$ cat config.mk
export PLATFORM = sky130hd
export DESIGN_NAME = floo_wrr_link_arbiter
export DESIGN_NICKNAME = d
export VERILOG_FILES = /design/src/rtl/floo_wrr_link_arbiter.sv
export SDC_FILE = /design/constraint.sdc
export NUM_CORES = 1
export LEC_CHECK = 0
export ABC_AREA = 1
export BUFFER_PORTS_ARGS = -buffer_cell sky130_fd_sc_hd__buf_2
export CAP_MARGIN = 20
export CORE_AREA = 2 2 164 166
export CTS_CLUSTER_SIZE = 40
export DETAILED_ROUTE_END_ITERATION = 10
export DIE_AREA = 0 0 166 168
export GPL_TIMING_DRIVEN = 0
export HOLD_SLACK_MARGIN = 0.1
export PLACE_DENSITY_LB_ADDON = 0.15
export SLEW_MARGIN = 20
export SYNTH_ARGS = -nofsm -noshare
export SYNTH_HDL_FRONTEND = slang
export SYNTH_SLANG_ARGS = --single-unit
$ cat constraint.sdc
create_clock -name clk_i -period 7 [get_ports clk_i]
set_input_delay 0.35 -clock clk_i [delete_from_list [all_inputs] [get_ports clk_i]]
set_output_delay 0.35 -clock clk_i [all_outputs]
set_load 0.02 [all_outputs]
$ cat src/rtl/floo_wrr_link_arbiter.sv
// Weighted round-robin packet arbiter feeding one link through a one-entry output register slice.
// Define FLOO_ARB_STATS_EN to build the per-input saturating packet counters on grant_cnt_o.
module floo_wrr_link_arbiter #(
    parameter int unsigned NumInp      = 4,
    parameter int unsigned DataWidth   = 64,
    parameter int unsigned WeightWidth = 4
) (
    input  logic                            clk_i,
    input  logic                            rst_i,
    input  logic [NumInp*WeightWidth-1:0]   weight_i,
    input  logic [NumInp-1:0]               valid_i,
    output logic [NumInp-1:0]               ready_o,
    input  logic [NumInp*DataWidth-1:0]     data_i,
    input  logic [NumInp-1:0]               last_i,
    output logic                            valid_o,
    input  logic                            ready_i,
    output logic [DataWidth-1:0]            data_o,
    output logic                            last_o,
    output logic [$clog2(NumInp)-1:0]       src_o,
    output logic [NumInp*16-1:0]            grant_cnt_o
);

    localparam int unsigned IdxW = $clog2(NumInp);

    localparam logic [0:0] StIdle   = 1'b0;
    localparam logic [0:0] StLocked = 1'b1;

    logic [0:0]             r_state, w_state_d;
    logic [IdxW-1:0]        r_ptr, w_ptr_d;
    logic [WeightWidth-1:0] r_credit, w_credit_d;
    logic                   r_valid;
    logic [DataWidth-1:0]   r_data;
    logic                   r_last;
    logic [IdxW-1:0]        r_src;

    logic [NumInp-1:0][WeightWidth-1:0] w_weights;
    logic [NumInp-1:0][DataWidth-1:0]   w_datas;
    logic                   w_slice_rdy;
    logic                   w_found;
    logic [IdxW-1:0]        w_scan_idx;
    logic                   w_gnt;
    logic [IdxW-1:0]        w_g;
    logic                   w_load;
    logic [WeightWidth-1:0] w_credit_eff;
    logic [WeightWidth-1:0] w_credit_dec;
    logic [IdxW-1:0]        w_ptr_inc;
    logic                   w_hs;
    logic                   w_hs_last;

    assign w_weights   = weight_i;
    assign w_datas     = data_i;
    assign w_slice_rdy = ~r_valid | ready_i;

    // First valid requester at or after ptr, wrapping.
    always_comb begin : p_scan
        logic [IdxW:0] sum;
        w_found    = 1'b0;
        w_scan_idx = '0;
        sum        = '0;
        for (int i = 0; i < NumInp; i++) begin
            sum = {1'b0, r_ptr} + (IdxW+1)'(i);
            if (sum >= (IdxW+1)'(NumInp)) begin
                sum = sum - (IdxW+1)'(NumInp);
            end
            if (!w_found && valid_i[sum[IdxW-1:0]]) begin
                w_found    = 1'b1;
                w_scan_idx = sum[IdxW-1:0];
            end
        end
    end

    assign w_gnt = (r_state == StLocked) | w_found;
    assign w_g   = (r_state == StLocked) ? r_ptr : w_scan_idx;

    // A new turn loads a fresh credit; a weight of 0 counts as 1.
    assign w_load       = (r_state == StIdle) & ((w_g != r_ptr) | (r_credit == '0));
    assign w_credit_eff = !w_load                  ? r_credit :
                          (w_weights[w_g] == '0)   ? WeightWidth'(1) : w_weights[w_g];
    assign w_credit_dec = (w_credit_eff == '0) ? '0 : w_credit_eff - WeightWidth'(1);
    assign w_ptr_inc    = (w_g == IdxW'(NumInp - 1)) ? '0 : w_g + IdxW'(1);

    assign w_hs      = w_gnt & valid_i[w_g] & w_slice_rdy;
    assign w_hs_last = w_hs & last_i[w_g];

    always_comb begin
        w_state_d  = r_state;
        w_ptr_d    = r_ptr;
        w_credit_d = r_credit;
        if (w_hs_last) begin
            w_state_d = StIdle;
            if (w_credit_dec == '0) begin
                w_ptr_d    = w_ptr_inc;
                w_credit_d = '0;
            end else begin
                w_ptr_d    = w_g;
                w_credit_d = w_credit_dec;
            end
        end else if (r_state == StIdle && w_found) begin
            w_state_d  = StLocked;
            w_ptr_d    = w_g;
            w_credit_d = w_credit_eff;
        end
    end

    // Ready is gated by reset so it drops the instant reset is asserted.
    always_comb begin
        ready_o = '0;
        if (w_gnt && !rst_i) begin
            ready_o[w_g] = w_slice_rdy;
        end
    end

    always_ff @(posedge clk_i or posedge rst_i) begin
        if (rst_i) begin
            r_state  <= StIdle;
            r_ptr    <= '0;
            r_credit <= '0;
        end else begin
            r_state  <= w_state_d;
            r_ptr    <= w_ptr_d;
            r_credit <= w_credit_d;
        end
    end

    always_ff @(posedge clk_i or posedge rst_i) begin
        if (rst_i) begin
            r_valid <= 1'b0;
            r_data  <= '0;
            r_last  <= 1'b0;
            r_src   <= '0;
        end else if (w_hs) begin
            r_valid <= 1'b1;
            r_data  <= w_datas[w_g];
            r_last  <= last_i[w_g];
            r_src   <= w_g;
        end else if (ready_i) begin
            r_valid <= 1'b0;
        end
    end

    assign valid_o = r_valid;
    assign data_o  = r_data;
    assign last_o  = r_last;
    assign src_o   = r_src;

`ifdef FLOO_ARB_STATS_EN
    logic [NumInp-1:0][15:0] r_cnt;

    always_ff @(posedge clk_i or posedge rst_i) begin
        if (rst_i) begin
            r_cnt <= '0;
        end else if (w_hs_last && r_cnt[w_g] != 16'hFFFF) begin
            r_cnt[w_g] <= r_cnt[w_g] + 16'd1;
        end
    end

    assign grant_cnt_o = r_cnt;
`else
    assign grant_cnt_o = '0;
`endif

endmodule

==> results.md, run 1 <==
- Pwr dens: about 440 mW/mm2
- Layout area overhead: 45.9%
- CTS root buf: clkbuf_16
- Layout Nets: 1659
- Die X: 166 um
- CTS resizes: 0
- Number of clock sinks: 75
- Kind of critical path: reg2out
- CTS clock-pin slew for the worst setup and hold paths: about 0.07 ns
- Post-route ant nets: 0
- Synth Area per Inst: approximately 6.4 um2
- Post-CTS Setup Inserts: 0
- Synth cell types: 31
- Die Y: between 150 and 200 um
- Unrepaired setup endpoints after global routing: no
- Final worst-path cycle share: between 50 and 60%
- Synth cell count leaders: nand2_1, nor2_1, o21ai_0, dfrtp_1, buf_4
- Leakage: 4.95 nW
- Final std cells w/o fill: between 1500 and 2000
- First-pass GRT wire length: around 42000 um
- Cell taking the most area after synthesis: dfrtp_1
- Min Tclk post-route: roughly 3.7 ns
- FFs w/ async S/R, synth: 100%
- Number of synthesized flops with an enable pin: 0
- Post-DP HPWL: 22800 um
- CP max stage delay: ~0.56 ns
- Via-to-Cell Ratio: ~4.4
- Worst skew pair latency: around 0.34 ns
- Fmax: between 200 and 300 MHz
- Max transition margin: between 40% and 50%
- Most used cell along the critical path: nand2_1
- Hold slack: roughly 0.38 ns
- CTS tree: done
- Dominant synthesized flop cell: dfrtp_1
- Setup TNS: 0 ns
- Util after Layout: between 30% and 40%
- Peak supply drop: 0.136 mV
- Critical Path Stages: 15
- Gr ovfl total: 0
- CP arrival: 3.40 ns
- DR vias: approximately 7600
- Worst-path maximum fanout: 11
- Fill count: just over 3000
- Avg WL per Cell: ~17 um
- Share of the synthesized area in the top cell type: 31.1%
- Synth area leaders: dfrtp_1, nand2_1, o21ai_0, nor2_1, buf_4
- Flop and latch count out of synthesis: between 70 and 80
- Status: finished, final reports clean
- Top-count cell post-synth: nand2_1
- Final setup vio count: 0
- # placed instances: approximately 1700
- Hold Path Depth: 5
- Clk buf depth: 2
- First-pass DRT Iterations: 7
- Worst EP required: between 6 and 7 ns
- DR DRC count: 0
- Vias in the first global route: roughly 7500
- Synthesis warning total: 0
- Crit start category: flip-flop
- CP Buf/Inv Count: 6
- Sequential area share after synthesis: a little over 30%
- Initial antenna violation count: 4
- Worst setup EP type: primary output
- Type of the worst min-delay path: in2reg
- Max-slew violations: 0
- Largest net degree at the start of global routing: between 40 and 50
- Worst-margin pin slew: roughly 0.8 ns
- Core ar.: between 0.02 and 0.03 mm2
- Final WL: 28600 um
- Total track usage: between 10% and 20%
- Synth Cell Area: between 0.006 and 0.007 mm2
- Port Buffers: 354
- Ports: approximately 420
- Max stage delay cell, worst path: buf_1
- H-tree levels: 3
- Hold violation count in the final report: 0
- Placed cell area: ~0.0085 mm2
- Design area: slightly below 0.009 mm2
- Crit path max-delay family: buffers and inverters
- Ratio of cells with drive above 1 in the final layout: between 30% and 40%
- Max Clock Skew: between 0.01 and 0.015 ns
- Max Cap Violations: 0
- Crit path cell chain: inv_2 -> nand2_1 -> nand2_2 -> nand2_1 -> nand2_1 -> nand2_1 -> nand3_1 -> nand3_4 -> inv_2 -> buf_2 -> buf_1 -> ha_1 -> inv_1 -> nor3_1 -> buf_2
- CTS Buf Count: 9
- Initial Utilization: around 23%
- Synthesized instance count: around 940
- Floorplan row count: 60
- Die area: between 0.02 and 0.03 mm2
- R2r worst-path depth: 17
- Initial drt markers: 374
- RePlAce Congestion: slightly above 0.8
==> flip-flops by register name (all words and copies together), names as in the netlist <==
name	cells
data_o	64
last_o	1
r_credit	4
r_ptr	2
r_state	1
src_o	2
valid_o	1
==> report_power, final <==
| part | switching, mW | internal, mW | leakage, nW |
|---|---|---|---|
| logic | 1.83 | 0.797 | 3.89 |
| clock network | 0.210 | 0.247 | 0.139 |
| registers | 0.124 | 0.654 | 0.923 |
==> cells in the final DEF (no fill, tap or decap), drive strengths merged <==
| cell type | synthesis | routed |
|---|---|---|
| nand4 | 16 | 16 |
| nor4 | 1 | 1 |
| buf | 91 | 446 |
| dfrtp | 75 | 75 |
| nand3 | 21 | 21 |
| clkinvlp | 0 | 1 |
| nor2 | 144 | 144 |
| nand2 | 306 | 306 |
| ha | 4 | 4 |
| inv | 40 | 44 |
| o22ai | 64 | 64 |
| conb | 1 | 64 |
| a21oi | 5 | 5 |
| clkinv | 0 | 2 |
| nor3 | 1 | 1 |
| diode | 0 | 3 |
| clkbuf | 33 | 42 |
| o21ai | 140 | 140 |
| dlygate4sd3 | 0 | 1 |
==> worst min-delay path, stage by stage <==
cell and delay, ns:
buf_2 0.07, nor2_1 0.03, o22ai_1 0.12, nand2_1 0.06
nand2_1 0.05
==> through the flow <==
stage | power (mW) | setup WS (ns)
CTS | 3.93 | 3.12
global route | 4.22 | 2.87
global placement | 3.44 | 2.42
finish | 3.87 | 3.25
detailed placement | 3.45 | 3.51
floorplan | 2.48 | 3.63
==> repair_timing <==
action / 4_1_cts / 5_1_grt
endpoints found under the setup margin: 0 / 0
hold endpoints to repair: 30 / 0
hold buffers: 1 / 0
==> cell type report <==
cell class | instances | area [um2] | share of cell area, %
antenna | 3 | 7.51 | 0.0853
tap | 341 | 427 | 4.85
clock inverter | 7 | 58.8 | 0.668
sequential | 75 | 1880 | 21.3
clock buffer | 9 | 225 | 2.56
multi-input combinational | 766 | 3480 | 39.6
timing repair buffer | 356 | 1810 | 20.6
buffer | 124 | 751 | 8.53
inverter | 40 | 158 | 1.79
==> cells by family (layout without fill, tap and decap cells) <==
family | after synthesis | count (layout) | share of synthesized area [%]
adders and majority gates | 4 | 4 | 0.830
DFF | 75 | 75 | 31.1
and+or+nand+nor | 489 | 489 | 34.0
AOI/OAI and AO/OA | 209 | 209 | 19.0
other | 1 | 67 | 0.0622
buffers and inverters | 164 | 536 | 15.0
==> worst paths after layout <==
| check | start | to | slack [ns] |
|---|---|---|---|
| max | r_ptr[1] | ready_o[3] | 3.25 |
| max in group asynchronous | rst_i | data_o[50] | 5.82 |
| min reg2reg | data_o[13] | data_o[13] | 0.47 |
| max reg2reg | r_ptr[1] | r_ptr[0] | 3.91 |
| min | data_i[36] | data_o[36] | 0.38 |
| min in group asynchronous | rst_i | data_o[18] | 0.57 |
==> layer usage <==
layer  global-route usage (%)  wire [um]
met1                     23.4      11700
met2                     35.1      14300
met3                     4.23       1830
met4                     6.73        743
met5                        0         17
No activity file was read; power rests on OpenSTA's default activity.
==> inputs of run 2 (changes only) <==
--- a/config.mk
+++ b/config.mk
@@ -8,10 +8,10 @@
 export ABC_AREA = 1
 export BUFFER_PORTS_ARGS = -buffer_cell sky130_fd_sc_hd__buf_2
 export CAP_MARGIN = 20
-export CORE_AREA = 2 2 164 166
+export CORE_AREA = 2 2 163 165
 export CTS_CLUSTER_SIZE = 40
 export DETAILED_ROUTE_END_ITERATION = 10
-export DIE_AREA = 0 0 166 168
+export DIE_AREA = 0 0 165 167
 export GPL_TIMING_DRIVEN = 0
 export HOLD_SLACK_MARGIN = 0.1
 export PLACE_DENSITY_LB_ADDON = 0.15
==> constraint.sdc (replaced) <==
create_clock -name clk_i -period 3.4 [get_ports clk_i]
set_input_delay 0.17 -clock clk_i [delete_from_list [all_inputs] [get_ports clk_i]]
set_output_delay 0.17 -clock clk_i [all_outputs]
set_load 0.02 [all_outputs]
==> results.md, run 2 (synthesis results as in run 1) <==
- Type of the worst min-delay path: in2reg
- Leakage: 4.94 nW (-0.17%)
- Max transition margin: 55.5% (+9.3 points)
- Most frequent cells in the layout: buf_2, nand2_1, nor2_1
- Worst EP required: 3.23 ns (-3.42 ns)
- Unrepaired setup endpoints after global routing: no
- Final WL: 28200 um (-1.7%)
- Kind of critical path: reg2out
- FF-to-FF Start: r_ptr[0]
- Number of flip-flops in the largest register: 64 (unchanged)
- Worst skew pair latency: 0.34 ns (about the same)
- CTS root buf: clkbuf_16
- Largest net degree at the start of global routing: 47 (+2.2%)
- Max Cap Violations: 0 (unchanged)
- CTS Buf Count: 9 (unchanged)
- Commonest non-fill, non-tap cell in the layout: buf_2
- CP max stage delay: 0.38 ns (-0.18 ns)
- Worst-path maximum fanout: 11 (unchanged)
- RePlAce Congestion: 0.846 (+3.0%)
- CTS clock-pin slew for the worst setup and hold paths: 0.06 ns (about the same)
- Post-route ant nets: 0 (unchanged)
- Vias in the first global route: 7324 (-2.0%)
- Number of clock sinks: 75 (unchanged)
- Setup TNS: 0 ns (unchanged)
- CP Buf/Inv Count: 6 (unchanged)
- Floorplan row count: 59 (-1.7%)
- Hold Path Depth: 5 (unchanged)
- Layout area overhead: 45.5%
- Final worst-path cycle share: about 93%
- Initial Utilization: 23.4% (+0.52 points)
- R2r worst-path depth: 15 (-2)
- Crit path max-delay family: simple AND/OR/NAND/NOR gates
- Final setup vio count: 0 (unchanged)
- Peak supply drop: 0.293 mV (+120%)
- Die area: 0.0276 mm2 (-1.2%)
- Layout Nets: 1656 (-0.18%)
- Worst setup EP type: primary output
- Max Clock Skew: 0.0107 ns (-0.000392 ns)
- Worst-margin pin slew: 0.667 ns (-0.140 ns)
- CTS tree: done
- Ports: 419 (unchanged)
- Fmax: about 320 MHz
- Reg2reg end: data_o[35]
- Critical Path Stages: 15 (unchanged)
- # placed instances: 1695 (-0.35%)
- Core ar.: 0.0258 mm2 (-2.2%)
- FF/Latch Area: 0.00188 mm2 (about the same)
- Total power: 7.90 mW (+100%)
- Pwr dens: 900 mW/mm2 (+100%)
- Fill count: 2945 (-2.5%)
- Die X: 165 um (-0.60%)
- Max stage delay cell, worst path: dfrtp_1
- First-pass GRT wire length: 41500 um (-1.8%)
- DR DRC count: 0 (unchanged)
- Total track usage: 19.9% (+0.22 points)
- Multi-input gate area: 0.00348 mm2 (unchanged)
- Min Tclk post-route: between 3 and 4 ns
- Ratio of cells with drive above 1 in the final layout: 36.5% (-0.039 points)
- Hold EP: data_o[1]
- Crit path cell chain: inv_2 -> nand2_1 -> nand3_1 -> inv_1 -> nor2_2 -> nand3_1 -> nand3_2 -> nand2_4 -> nand2_4 -> buf_4 -> buf_2 -> ha_1 -> inv_1 -> nor3_1 -> buf_2
- Final std cells w/o fill: 1709 (-0.70%)
- HP Start: data_i[1]
- Worst R2R Setup Slack: 0.29 ns (-3.62 ns)
- First-pass DRT Iterations: 5 (-2)
- Hold violation count in the final report: 0 (unchanged)
- Crit start category: flip-flop
- Initial antenna violation count: 1 (-3)
- Max-slew violations: 0 (unchanged)
- Initial drt markers: 267 (-29%)
- DR vias: 7545 (-0.96%)
- Via-to-Cell Ratio: 4.41 (-0.26%)
- Avg WL per Cell: 16.5 um (-1.0%)
- Gr ovfl total: 0 (unchanged)
- Die Y: 167 um (-0.60%)
- H-tree levels: 3 (unchanged)
- Util after Layout: 34.1% (+0.68 points)
- Status: finished, final reports clean
- Clk buf depth: 2 (unchanged)
- Port Buffers: 354 (unchanged)
- CP arrival: 3.00 ns (-0.40 ns)
- Post-DP HPWL: 22900 um (+0.32%)
[run 2: cell types whose count changed in the layout (fill, tap and decap cells not counted), sizes merged]
cell,previous run,this run
clkbuf,42,44
diode,3,1
buf,446,442
bufinv,0,1
inv,44,40
clkinvlp,1,2
[run 2: how the worst max path moves through the flow]
stage          slack (ns)         end  startpoint
2_1_floorplan        0.39  ready_o[3]       rst_i
3_3_place_gp        -0.96  ready_o[3]       rst_i
3_5_place_dp         0.12  ready_o[3]    r_ptr[0]
4_1_cts              0.02  ready_o[2]    r_ptr[1]
5_1_grt              0.02  ready_o[3]    r_ptr[1]
6_report             0.23  ready_o[3]    r_ptr[0]
[run 2: metrics by stage]
stage	setup slack (ns)	hold slack, ns	instance area (um2)
2_1_floorplan	0.385	0.436	6270
3_3_place_gp	-0.955	0.459	8460
3_5_place_dp	0.120	0.216	8490
4_1_cts	0.0247	0.195	8780
5_1_grt	0.0220	0.206	8780
6_report	0.230	0.208	8780
[run 2: area by class of cell]
class	count	share of cell area [%]
Multi-Input combinational cell	766	39.7
Sequential cell	75	21.4
Timing Repair Buffer	356	20.6
Buffer	121	8.44
Tap cell	335	4.78
Clock buffer	10	2.61
Inverter	40	1.80
Clock inverter	5	0.627
Antenna cell	1	0.0285
[run 2: what timing repair did]
action	CTS	global route
endpoints found under the hold margin	30	0
endpoints found under the setup margin	2	5
hold buffers	1	0
setup buffers	0	0
gates resized for setup	0	4
[run 2: metal layers]
metal / part of all wire [%] / up-vias / GRT usage [%]
li1: - / 3801 / -
met1: 42 / 3409 / 24.4
met2: 50 / 307 / 34.8
met3: 6.6 / 28 / 3.86
met4: 1.6 / 0 / 5.94
met5: 0 / - / 0
[run 2: tightest hold or removal path, cell delays in order]
cell and delay, ns:
buf_2 0.08, nor2_1 0.04, o22ai_1 0.11, nand2_1 0.06, nand2_1 0.05
[run 2: power by group]
part	total (mW)	internal [mW]	switching (mW)	leakage, nW
combinational	5.35	1.64	3.71	3.88
sequential	1.60	1.35	0.251	0.922
clock	0.957	0.562	0.394	0.134
